### src/rtl/bnn_pkg.sv
// -----------------------------------------------------------------------------
// bnn_pkg
// Constants and types shared by the binary conv / pool pipeline.
//   CONV_W_L1 : conv output width of layer 1 (26)
//   CONV_W_L2 : conv output width of layer 2 (24)
//   SUM_W     : width of the signed conv partial sum (5)
//   pool_state_t : frame-control FSM states for the pooling stage
// -----------------------------------------------------------------------------
package bnn_pkg;

    localparam int CONV_W_L1 = 26;
    localparam int CONV_W_L2 = 24;
    localparam int SUM_W     = 5;

    typedef enum logic [1:0] {
        IDLE = 2'd0,
        RUN  = 2'd1,
        HOLD = 2'd2
    } pool_state_t;

endpackage

### src/rtl/pool_line_buf.sv
// -----------------------------------------------------------------------------
// pool_line_buf
// One-bit-per-entry line buffer holding the horizontally OR-ed pairs of an
// even conv row until the matching odd row arrives.
//   clk   in  clock
//   we    in  write enable (synchronous write)
//   widx  in  write index
//   wdata in  write data
//   ridx  in  read index (combinational read)
//   rdata out read data
// Contents are not reset: every entry is written on an even row before the
// following odd row reads it.
// -----------------------------------------------------------------------------
module pool_line_buf #(
    parameter int DEPTH = 13,
    parameter int IDX_W = 4
) (
    input  logic             clk,
    input  logic             we,
    input  logic [IDX_W-1:0] widx,
    input  logic             wdata,
    input  logic [IDX_W-1:0] ridx,
    output logic             rdata
);

    logic [DEPTH-1:0] cell_bits;

    genvar gi;
    generate
        for (gi = 0; gi < DEPTH; gi++) begin : g_cell
            logic cell_reg;

            always_ff @(posedge clk) begin
                if (we && (widx == IDX_W'(gi))) begin
                    cell_reg <= wdata;
                end
            end

            assign cell_bits[gi] = cell_reg;
        end
    endgenerate

    always_comb begin
        rdata = 1'b0;
        for (int i = 0; i < DEPTH; i++) begin
            if (ridx == IDX_W'(i)) begin
                rdata = cell_bits[i];
            end
        end
    end

endmodule

### src/rtl/bin_pool2x2.sv
// -----------------------------------------------------------------------------
// bin_pool2x2
// Thresholds each signed conv sum to one bit and OR-reduces every
// non-overlapping 2x2 window (binary max-pool), emitting one pooled bit per
// window in row-major order. Layer geometry (26x26 or 24x24 input) is chosen
// by `state` when a frame starts.
//   clk     in  clock
//   rstn    in  asynchronous active-low reset
//   start   in  frame enable (level); low returns to IDLE and clears counters
//   state   in  layer select: 0 -> 26x26, 1 -> 24x24
//   din     in  signed conv sum
//   ivalid  in  din valid
//   up_done in  upstream conv-done pulse
//   dout    out pooled bit (held between beats)
//   ovalid  out one-cycle pulse when dout is new
//   olast   out pulse with the final pooled ovalid of the frame
//   done    out one-cycle pulse one cycle after olast
//   err     out sticky: up_done seen in RUN before the frame completed
// -----------------------------------------------------------------------------
module bin_pool2x2
    import bnn_pkg::*;
#(
    parameter logic signed [SUM_W-1:0] THRESH = 5'sd0,
    parameter int                      W_MAX  = 26
) (
    input  logic             clk,
    input  logic             rstn,
    input  logic             start,
    input  logic             state,
    input  logic [SUM_W-1:0] din,
    input  logic             ivalid,
    input  logic             up_done,
    output logic             dout,
    output logic             ovalid,
    output logic             olast,
    output logic             done,
    output logic             err
);

    localparam int DEPTH = W_MAX / 2;
    localparam int CNT_W = $clog2(W_MAX);
    localparam int IDX_W = $clog2(DEPTH);

    pool_state_t fsm_reg, fsm_next;

    logic [CNT_W-1:0] wc_reg;
    logic [CNT_W-1:0] col_reg;
    logic [CNT_W-1:0] row_reg;
    logic             pair_reg;
    logic             dout_reg;
    logic             ovalid_reg;
    logic             olast_reg;
    logic             done_reg;
    logic             err_reg;

    logic signed [SUM_W-1:0] din_s;
    logic [CNT_W-1:0]        wc_m1;
    logic                    beat;
    logic                    col_end;
    logic                    last_beat;
    logic                    pix_bit;
    logic                    h_bit;
    logic [IDX_W-1:0]        lb_idx;
    logic                    lb_we;
    logic                    lb_rd;

    assign din_s     = din;
    assign wc_m1     = wc_reg - CNT_W'(1);
    assign beat      = (fsm_reg == RUN) && ivalid;
    assign col_end   = (col_reg == wc_m1);
    assign last_beat = beat && col_end && (row_reg == wc_m1);
    assign pix_bit   = (din_s >= THRESH);
    assign h_bit     = pair_reg | pix_bit;
    assign lb_idx    = IDX_W'(col_reg >> 1);
    // Even rows park the horizontal pair result; the odd row below reads it back.
    assign lb_we     = beat && col_reg[0] && !row_reg[0];

    pool_line_buf #(
        .DEPTH (DEPTH),
        .IDX_W (IDX_W)
    ) u_line_buf (
        .clk   (clk),
        .we    (lb_we),
        .widx  (lb_idx),
        .wdata (h_bit),
        .ridx  (lb_idx),
        .rdata (lb_rd)
    );

    always_ff @(posedge clk or negedge rstn) begin
        if (!rstn) begin
            fsm_reg <= IDLE;
        end else begin
            fsm_reg <= fsm_next;
        end
    end

    always_comb begin
        fsm_next = fsm_reg;
        case (fsm_reg)
            IDLE: if (start) fsm_next = RUN;
            RUN: begin
                if (!start) begin
                    fsm_next = IDLE;
                end else if (last_beat) begin
                    fsm_next = HOLD;
                end
            end
            HOLD: if (!start) fsm_next = IDLE;
            default: fsm_next = IDLE;
        endcase
    end

    always_ff @(posedge clk or negedge rstn) begin
        if (!rstn) begin
            wc_reg     <= CNT_W'(CONV_W_L1);
            col_reg    <= '0;
            row_reg    <= '0;
            pair_reg   <= 1'b0;
            dout_reg   <= 1'b0;
            ovalid_reg <= 1'b0;
            olast_reg  <= 1'b0;
            done_reg   <= 1'b0;
            err_reg    <= 1'b0;
        end else begin
            ovalid_reg <= 1'b0;
            olast_reg  <= 1'b0;
            done_reg   <= olast_reg;
            if (!start) begin
                col_reg  <= '0;
                row_reg  <= '0;
                pair_reg <= 1'b0;
                err_reg  <= 1'b0;
            end else begin
                // Geometry is frozen for the whole frame once RUN is entered.
                if (fsm_reg == IDLE) begin
                    wc_reg <= state ? CNT_W'(CONV_W_L2) : CNT_W'(CONV_W_L1);
                end
                if (beat) begin
                    if (col_end) begin
                        col_reg <= '0;
                        row_reg <= (row_reg == wc_m1) ? '0 : row_reg + CNT_W'(1);
                    end else begin
                        col_reg <= col_reg + CNT_W'(1);
                    end
                    if (!col_reg[0]) begin
                        pair_reg <= pix_bit;
                    end else if (row_reg[0]) begin
                        dout_reg   <= lb_rd | h_bit;
                        ovalid_reg <= 1'b1;
                    end
                    olast_reg <= last_beat;
                end
                // Any up_done while still in RUN means the final beat was not
                // accepted before this cycle.
                if ((fsm_reg == RUN) && up_done) begin
                    err_reg <= 1'b1;
                end
            end
        end
    end

    assign dout   = dout_reg;
    assign ovalid = ovalid_reg;
    assign olast  = olast_reg;
    assign done   = done_reg;
    assign err    = err_reg;

endmodule

### config.mk
export PLATFORM = sky130hd
export DESIGN_NAME = bin_pool2x2
export DESIGN_NICKNAME = d
export VERILOG_FILES = /design/src/rtl/bnn_pkg.sv /design/src/rtl/pool_line_buf.sv /design/src/rtl/bin_pool2x2.sv
export SDC_FILE = /design/constraint.sdc
export NUM_CORES = 1
export LEC_CHECK = 0
export CAP_MARGIN = 20
export CORE_UTILIZATION = 55
export CTS_CLUSTER_SIZE = 8
export DETAILED_ROUTE_END_ITERATION = 16
export PLACE_DENSITY = 0.77
export RECOVER_POWER = 50
export SYNTH_ARGS = -nofsm -noshare
export SYNTH_HDL_FRONTEND = slang
export SYNTH_SLANG_ARGS = --single-unit
export TNS_END_PERCENT = 5
### constraint.sdc
create_clock -name clk -period 4.1 [get_ports clk]
set_input_delay 0.41 -clock clk [delete_from_list [all_inputs] [get_ports clk]]
set_output_delay 0.41 -clock clk [all_outputs]
set_load 0.01 [all_outputs]
==> results.py <==
metrics = {
    "floorplanning": {
        "ios": 16,
        "core_area_sq_um": 2850,
        "die_h_microns": 57.8,
        "num_rows": 19,
        "dieArea_sq_um": 3340,
        "initial_core_util_pct": 60.1,
        "die_w_microns": 57.8,
    },
    "cells_and_area": {
        "fin_util_pct": 66.0,
        "final_area_sq_um": 1880,
        "synthToLayoutAreaGrowth_pct": 9.85,
        "n_antenna_cell": 0,
        "largest_register_ffs": 13,
        "drive_gt1_share_pct": 9.71,
        "nets": 187,
    },
    "drt": {
        "dr.first_iter.drc_count": 121,
        "totalWireLength_microns": 3350,
        "vias": 1284,
        "wl_per_cell_microns": 16.3,
        "dr.pass1.iters": 4,
        "drc": 0,
        "via_per_inst": 6.23,
        "ant_nets": 0,
    },
    "logic_synthesis": {
        "ys_seq_area_share_pct": 50.6,
        "syn_avg_cell_area_sq_um": 10.4,
        "synth_seq_cells": 32,
        "synthFlopType": "dfrtp_1",
        "synth_commonest_cells": "nor2_1, dfrtp_1, edfxtp_1, nand2_1, nand3_1",
        "yosysTopAreaCell": "dfrtp_1",
        "synth-edff-count": 13,
        "ys_types": 54,
        "syn_area_sq_um": 1710,
        "syn_nets": 178,
        "yosysMostFrequentCell": "nor2_1",
        "synth.top_cell.area_share_pct": 26.3,
        "synth_area_leaders": "dfrtp_1, edfxtp_1, nor2_1, nand3b_1, nand2_1",
        "ys_async_sr_fraction_pct": 59.4,
        "syn-instance-count": 165,
        "yosys_warnings": 0,
    },
    "clocking": {
        "tritoncts.num_buffers": 5,
        "htreeDepth": 2,
        "clock_path_buffers": 2,
        "cts_tree": "done",
        "holdBufCountCts": 0,
        "cts_resized": 0,
        "clockRootBuffer": "clkbuf_4",
        "cts_sinks": 32,
        "clk_latency_ps": 340,
        "post_cts_buffers": 0,
        "clkTransAtPathRegs_ps": 90,
    },
    "setup_path": {
        "timing.reg2reg.setup_slack_ps": 2160,
        "cp_data_arrival_time_ps": 2170,
        "crit_type": "reg2reg",
        "required_ps": 4330,
        "crit_fanout": 28,
        "endpoint_kind": "register",
        "worst_setup_path_start_kind": "register",
    },
    "power_and_ir_drop": {
        "p_clk_share_pct": 35.2,
        "p_sw_share_pct": 22.5,
        "internal_power_uw": 453,
        "vdd_drop_max_uv": 256,
        "pwr-share-comb_pct": 5.5,
        "switchingPower_uw": 132,
        "p_seq_share_pct": 59.3,
        "leakage_nw": 0.781,
        "power_density_nw_per_um2": 311,
    },
    "timing": {
        "final.period_utilization_pct": 47.4,
        "period_needed_ps": 1940,
        "fmax_mhz": 515,
        "slew_headroom_pct": 41.2,
        "slew_violations": 0,
        "tns_ps": 0,
        "finalHoldViolations": 0,
        "clock_skew_ps": 7.71,
        "setup_viol": 0,
        "rsz0062_at_grt": "no",
        "worstMarginPinSlew_ps": 880,
    },
    "placed_design": {
        "dpl_cell_area_sq_um": 1810,
        "io_buffers": 11,
        "globalplace.congestion": 0.825,
        "dp_hpwl_microns": 2260,
    },
    "grt": {
        "grt_util_all_layers_pct": 23.8,
        "antenna_found_initial": 0,
        "grt_max_degree": 29,
        "grt.overflow.total": 0,
        "grt_pass1_wl_microns": 5850,
        "grt_pass1_vias": 1213,
    },
    "job": {
        "maxCapViolations": 0,
    },
    "status": {
        "outcome": "completed",
    },
    "hold_path": {
        "hold_path_class": "reg2reg",
    },
}
final cells by class:
cell class	instances	area, sq um
well taps	31	38.8
multi-input cells	122	791
inverters	2	7.51
repair buffers	11	110
flip-flops and latches	32	867
fillers	223	970
clock buffers	8	68.8
metal layers:
metal,GRT usage [%],routed length (microns),up-vias,share of wire [%]
li1,-,-,626,-
met1,32.7,1540,617,46
met2,36.0,1590,36,47
met3,6.92,171,5,5.1
met4,9.18,46,0,1.4
met5,0,0,-,0
stage by stage:
step           instances  power, mW  hold WS [ps]  setup slack (ps)
3_3_place_gp         198      0.384           355              1940
2_1_floorplan        165      0.369           114              2630
6_report             206      0.585           392              2160
3_5_place_dp         198      0.386           370              1910
4_1_cts              206      0.591           394              2160
5_1_grt              206      0.611           397              2020
kinds of logic after synthesis:
logic type      share of synthesized area (%)
simple gates                             28.8
compound gates                           14.7
flops                                    50.6
buf+inv                                  3.28
fa+ha+maj                                1.46
xor+xnor                                0.511
mux                                     0.584
cell usage in the layout (no fill, tap or decap), types with 2 or more instances in the layout:
| master | n |
|---|---|
| nor2_1 | 21 |
| dfrtp_1 | 18 |
| nand2_1 | 13 |
| edfxtp_1 | 13 |
| nand3_1 | 8 |
| clkdlybuf4s50_1 | 8 |
| nand3b_1 | 7 |
| nor3_1 | 6 |
| nand2b_1 | 5 |
| nor2b_1 | 5 |
| clkbuf_4 | 5 |
| o21ai_0 | 4 |
| o211a_1 | 3 |
| nand4_1 | 3 |
| a21oi_1 | 3 |
| and2_1 | 3 |
| o21a_1 | 3 |
| a21boi_1 | 3 |
| dlygate4sd3_1 | 3 |
| and4bb_2 | 2 |
| inv_1 | 2 |
| a31oi_1 | 2 |
| o21ai_1 | 2 |
| ha_1 | 2 |
| clkbuf_8 | 2 |
worst max-delay path, cell delays in order, from the launching register on:
cell      delay (ps)
dfrtp_1          840
and4bb_2         390
o211ai_2         130
nor2_4           170
o21ai_1           90
a31o_1           210
power by group through the flow:
| stage | combinational (mW) | sequential (mW) | clock, mW |
|---|---|---|---|
| after detailed placement | 0.0325 | 0.354 | 0 |
| after floorplan | 0.0187 | 0.350 | 0 |
| after global routing | 0.0360 | 0.348 | 0.227 |
| after CTS | 0.0328 | 0.347 | 0.211 |
| final | 0.0319 | 0.347 | 0.206 |
| after global placement | 0.0307 | 0.353 | 0 |
path summary, 6_finish.rpt:
path                       cells after the start              startpoint                     end
setup / recovery                               5  col_reg[2]$_DFFE_PN0P_  row_reg[2]$_DFFE_PN0P_
hold / removal                                 0         olast$_DFF_PN0_          done$_DFF_PN0_
setup reg to reg                               5  col_reg[2]$_DFFE_PN0P_  row_reg[2]$_DFFE_PN0P_
hold reg to reg                                0         olast$_DFF_PN0_          done$_DFF_PN0_
max in group asynchronous                      1                    rstn          done$_DFF_PN0_
min in group asynchronous                      1                    rstn  fsm_reg[1]$_DFFE_PN0P_
Power figures use the tool's default switching activity.
